### src/rtl/noc_pkg.sv
// Shared router definitions: arbiter FSM encoding and default port geometry.
// Imported by every router block so the constants stay consistent.
package noc_pkg;

    localparam int NOC_N_IN       = 5;
    localparam int NOC_DATA_WIDTH = 8;

    typedef enum logic {
        ST_IDLE = 1'b0,
        ST_BUSY = 1'b1
    } arb_state_t;

    // Index width that stays legal for a single-input instance.
    function automatic int idx_width(input int n);
        return (n > 1) ? $clog2(n) : 1;
    endfunction

endpackage

### src/rtl/rr_pick.sv
// Combinational rotating priority encoder: first set request at or after ptr, wrapping.
// Shared by the output arbiter and the crossbar allocator.
module rr_pick
    import noc_pkg::*;
#(
    parameter int N  = NOC_N_IN,
    parameter int IW = idx_width(N)
) (
    input  logic [N-1:0]  req,
    input  logic [IW-1:0] ptr,
    output logic [N-1:0]  win,
    output logic [IW-1:0] win_idx,
    output logic          any
);

    always_comb begin
        int cand;
        // NOTE: every output gets a default before the loop so no path leaves one unassigned (no latch).
        win     = '0;
        win_idx = '0;
        any     = 1'b0;
        cand    = 0;
        for (int off = 0; off < N; off++) begin
            cand = int'(ptr) + off;
            if (cand >= N) cand = cand - N;
            if (!any && req[cand]) begin
                any       = 1'b1;
                win[cand] = 1'b1;
                win_idx   = IW'(cand);
            end
        end
    end

endmodule

### src/rtl/noc_output_arbiter.sv
// Wormhole round-robin arbiter for one router output port: grants a whole packet,
// forwards its flits through an output register and stalls on downstream full.
module noc_output_arbiter
    import noc_pkg::*;
#(
    parameter int N_IN       = NOC_N_IN,
    parameter int DATA_WIDTH = NOC_DATA_WIDTH
) (
    input  logic                       clk,
    input  logic                       rst_n,
    input  logic [N_IN-1:0]            req,
    input  logic [N_IN-1:0]            in_tail,
    input  logic [N_IN*DATA_WIDTH-1:0] in_data,
    input  logic                       out_full,
    output logic [N_IN-1:0]            grant,
    output logic [DATA_WIDTH-1:0]      out_data,
    output logic                       out_valid,
    output logic                       busy
);

    localparam int IW = idx_width(N_IN);

    arb_state_t            state, state_next;
    logic [IW-1:0]         owner, ptr, win_idx, ptr_after;
    logic [N_IN-1:0]       win;
    logic                  any, xfer, release_pkt;
    logic [DATA_WIDTH-1:0] owner_flit;

    rr_pick #(.N(N_IN), .IW(IW)) u_pick (
        .req     (req),
        .ptr     (ptr),
        .win     (win),
        .win_idx (win_idx),
        .any     (any)
    );

    // NOTE: sequential state uses <= so every register samples the pre-edge values.
    always_ff @(posedge clk or negedge rst_n) begin
        if (!rst_n) state <= ST_IDLE;
        else        state <= state_next;
    end

    always_comb begin
        state_next = state;
        case (state)
            ST_IDLE: if (any)         state_next = ST_BUSY;
            ST_BUSY: if (release_pkt) state_next = ST_IDLE;
            default:                  state_next = ST_IDLE;
        endcase
    end

    // Transfer uses the registered owner, which matches the grant the upstream FIFO pops on.
    always_comb begin
        owner_flit  = in_data[int'(owner)*DATA_WIDTH +: DATA_WIDTH];
        xfer        = (state == ST_BUSY) && req[owner] && !out_full;
        release_pkt = xfer && in_tail[owner];
        ptr_after   = (owner == IW'(N_IN - 1)) ? '0 : owner + 1'b1;
        busy        = (state == ST_BUSY);
    end

    always_ff @(posedge clk or negedge rst_n) begin
        if (!rst_n) begin
            owner     <= '0;
            ptr       <= '0;
            grant     <= '0;
            out_data  <= '0;
            out_valid <= 1'b0;
        end else begin
            out_valid <= xfer;
            if (xfer) out_data <= owner_flit;
            if (state == ST_IDLE && any) begin
                owner <= win_idx;
                grant <= win;
            end
            if (release_pkt) begin
                grant <= '0;
                ptr   <= ptr_after;
            end
        end
    end

endmodule

### config.mk
export PLATFORM = sky130hd
export DESIGN_NAME = noc_output_arbiter
export DESIGN_NICKNAME = d
export VERILOG_FILES = /design/src/rtl/noc_pkg.sv /design/src/rtl/rr_pick.sv /design/src/rtl/noc_output_arbiter.sv
export SDC_FILE = /design/constraint.sdc
export NUM_CORES = 1
export LEC_CHECK = 0
export CORE_MARGIN = 10
export CORE_UTILIZATION = 35
export CTS_CLUSTER_SIZE = 14
export DETAILED_ROUTE_END_ITERATION = 6
export PLACE_DENSITY = 0.6
export RECOVER_POWER = 50
export SLEW_MARGIN = 20
export SYNTH_ARGS = -nofsm -noshare
export SYNTH_HDL_FRONTEND = slang
export SYNTH_SLANG_ARGS = --single-unit
### constraint.sdc
create_clock -name clk -period 4 [get_ports clk]
set_clock_uncertainty 0.05 [all_clocks]
set_input_delay 0.8 -clock clk [delete_from_list [all_inputs] [get_ports clk]]
set_output_delay 0.8 -clock clk [all_outputs]
set_load 0.03 [all_outputs]
==> impl_results.md <==
* DRT Wirelength at 10.64 mm
* Clock Latency Late Sink at 0.26 ns
* Synth Register Bits at 21
* Crit path kind: flop to flop
* Iteration-0 DRC Markers at 333
* Initial DRT Pass Iterations at 5
* Share of Yosys cell area claimed by the top area cell type at 17.04%
* Via density at 5.942
* Max Root-Sink Buffers at 2
* Sequential share of power at 10.2%
* Die height at 113.9 um
* Residual overflow from global routing at 0
* Area leader, netlist: dfrtp_1
* Maxcap violations at 0
* Fraction of layout instances using a drive strength above 1 at 12.76%
* Min cycle time layout at 3.787 ns
* Synth cell types at 72
* Yosys warnings at 0
* I/O Pins at 68
* Wire length per cell at 19.74 um
* Clock Power Share at 3.6%
* Largest net degree at the start of global routing at 23
* Crit Path Max Fanout at 8
* RSZ-0062 raised after global routing: no
* Hold depth at 2
* Peak supply drop at 0.0004040 V
* Placed cells at 535
* Die Span X at 113.9 um
* LEAKAGE at 1.584 nW
* FF-to-FF setup slack at 0.21 ns
* Initial antenna violation count at 0
* Drc violations at 0
* # diodes at 0
* Setup TNS at 0 ns
* H-tree depth at 1
* CP max-delay cell: dfrtp_1
* Sw power at 0.002172 W
* Post-synthesis cell area at 3084 sq um
* Type of element launching the critical path: flop
* Sw Ratio at 56.13%
* TritonCTS Sinks at 21
* Final setup vio count at 0
* Hold endpoint: out_data[7]
* Relative slew slack at 36.64%
* Post-synth top flop: dfrtp_1
* Post-layout util at 45.57%
* CTS tree: done
* Final hold vios at 0
* Crit path required time at 4.08 ns
* Arrival @ worst endpoint at 3.87 ns
* RD Place Congestion at 0.9078
* Fmax at 264.0 MHz
* Layout area overhead at 27.59%
* TritonCTS Buffers at 3
* Worst slew pin tran at 0.9472 ns
* Worst R2R Path Depth at 12
* Total power at 0.003870 W
* Initial Util at 35.71%
* CP cell instances: inv_1 -> ha_2 -> inv_1 -> ha_1 -> a21oi_4 -> mux2i_2 -> o21ai_0 -> o32a_1 -> and3_1 -> a211o_1 -> a311oi_1 -> mux2i_1
* Buffers added on ports at 67
* EDFF count, synth at 0
* Worst Hold Class: flop to flop
* Fin nets at 507
* Reg2Reg Capture Point: grant[0]
* Rows at 34
* Final Max Slew Viols at 0
* Outcome: finished, final reports clean
* Power per cell area at 983.5 nW/um^2
* HP Start: out_data[7]
* Dpl hpwl at 8.372 mm
* Register area share after synthesis at 17.04%
* Root buf cell: clkbuf_8
* Finished Layout Cells at 539
* Max incr delay on CP at 0.38 ns
* Via Count at 3203
* Final Hold Slack at 0.4762 ns
* Logic pwr share at 86.2%
* Syn avg cell area at 8.404 sq um
* Tot GR Track Use at 15.78%
* Internal at 0.001698 W
* Mapped Nets at 442
* Worst r2r src: ptr[0]
* Endpoint type of the worst setup path: flop
* Core area at 8636 sq um
* Die area at 12970 sq um
* Routed Antenna Nets at 0
* Synth area leaders: dfrtp_1, ha_1, mux4_2, mux2i_1, a21oi_1
* Critical Path Most Common Cell: inv_1
* CTS clk-pin slew, worst paths at 0.08 ns
* FFs w/ async S/R, synth at 100.0%
* Vias in the first global route at 3084
* Postcts setup bufs at 0
* First-pass GRT wire length at 17.02 mm
* Tcrit/Tclk final at 94.68%
* Synthesized instance count at 367
==> power by group through the flow <==
stage	sequential (W)	clock, W	combinational, W
6_report	0.000397	0.000138	0.00334
5_1_grt	0.000412	0.000150	0.00364
4_1_cts	0.000399	0.000143	0.00326
3_5_place_dp	0.000402	0	0.00324
3_3_place_gp	0.000404	0	0.00323
2_1_floorplan	0.000497	0	0.00232
==> synthesized netlist by cell type (10+ instances only) <==
library cell,count
mux4_2,11
inv_1,15
dfrtp_1,21
nand2_1,32
nor3_1,16
ha_1,21
nor2_1,23
o21ai_0,15
buf_2,10
a21oi_1,24
mux2i_1,16
nand3_1,11
==> repair_timing <==
action	CTS	global route
endpoints found under the setup margin	0	6
hold buffers	0	0
resized for setup	0	3
==> worst max-delay path by stage <==
stage | startpoint | end | slack, ns | depth (start not counted)
after floorplan | ptr[0] | grant[2] | 0.15 | 16
after global placement | req[1] | ptr[0] | 0.23 | 7
after detailed placement | ptr[0] | grant[1] | 0.16 | 12
after CTS | ptr[0] | grant[1] | 0.14 | 12
after global routing | ptr[0] | grant[0] | 0.08 | 12
final | ptr[0] | grant[0] | 0.21 | 12
==> worst max-delay path: cells and delay by family (launching register included) <==
family                   cells  cell delay (ns)
flip-flops                   1             0.38
AND/OR/NAND/NOR              1             0.28
multiplexers                 2             0.49
adder cells (fa/ha/maj)      2             0.63
buffers and inverters        2             0.35
AO/OA/AOI/OAI                5             1.47
==> registers in the layout, indices dropped and copies added, names as in the netlist <==
signal / cells
owner: 3
grant: 5
out_valid: 1
ptr: 3
out_data: 8
busy: 1
==> area by class of cell <==
class,instances,area (sq um)
fill,863,4701
clock buffer,4,45.04
inverter,18,67.56
multi-input combinational,303,2356
timing repair buffer,85,805.8
sequential,21,525.5
tap,108,135.1
==> through the flow <==
step / worst slack [ns] / instance area [sq um]
finish: 0.2128 / 3935
global route: 0.07789 / 3935
CTS: 0.1426 / 3918
detailed placement: 0.1608 / 3872
global placement: 0.2261 / 3872
floorplan: 0.1531 / 3084
==> placed cells by master, fill, tap and decap left out, types with 9 or more instances in the layout <==
master           netlist  layout
a21o_1                 9       9
a21oi_1               24      24
a22oi_1                9       9
buf_4                  0      18
clkdlybuf4s50_1        0      59
dfrtp_1               21      21
ha_1                  21      20
inv_1                 15      15
mux2i_1               16      15
mux4_2                11      11
nand2_1               32      32
nand3_1               11      11
nor2_1                23      23
nor3_1                16      16
o21ai_0               15      15
==> per-layer routing <==
layer	part of all wire, %	GRT usage (%)	wire, um	up-vias
met1	43	21.35	4555	1545
li1	-	-	-	1533
met4	0.96	2.840	102	0
met3	4.8	1.680	514	14
met2	51	26.65	5467	111
met5	0	0	0	-
==> cells by family (layout without fill, tap and decap cells) <==
kind of cell,Yosys count,in the layout,synth area share (%)
fa+ha+maj,22,22,9.168
xor+xnor,7,7,2.231
buf+inv,43,107,7.140
simple gates,126,126,21.50
flops,21,21,17.04
compound gates,118,118,28.60
mux,30,30,14.32
No activity file was read; power rests on OpenSTA's default activity.
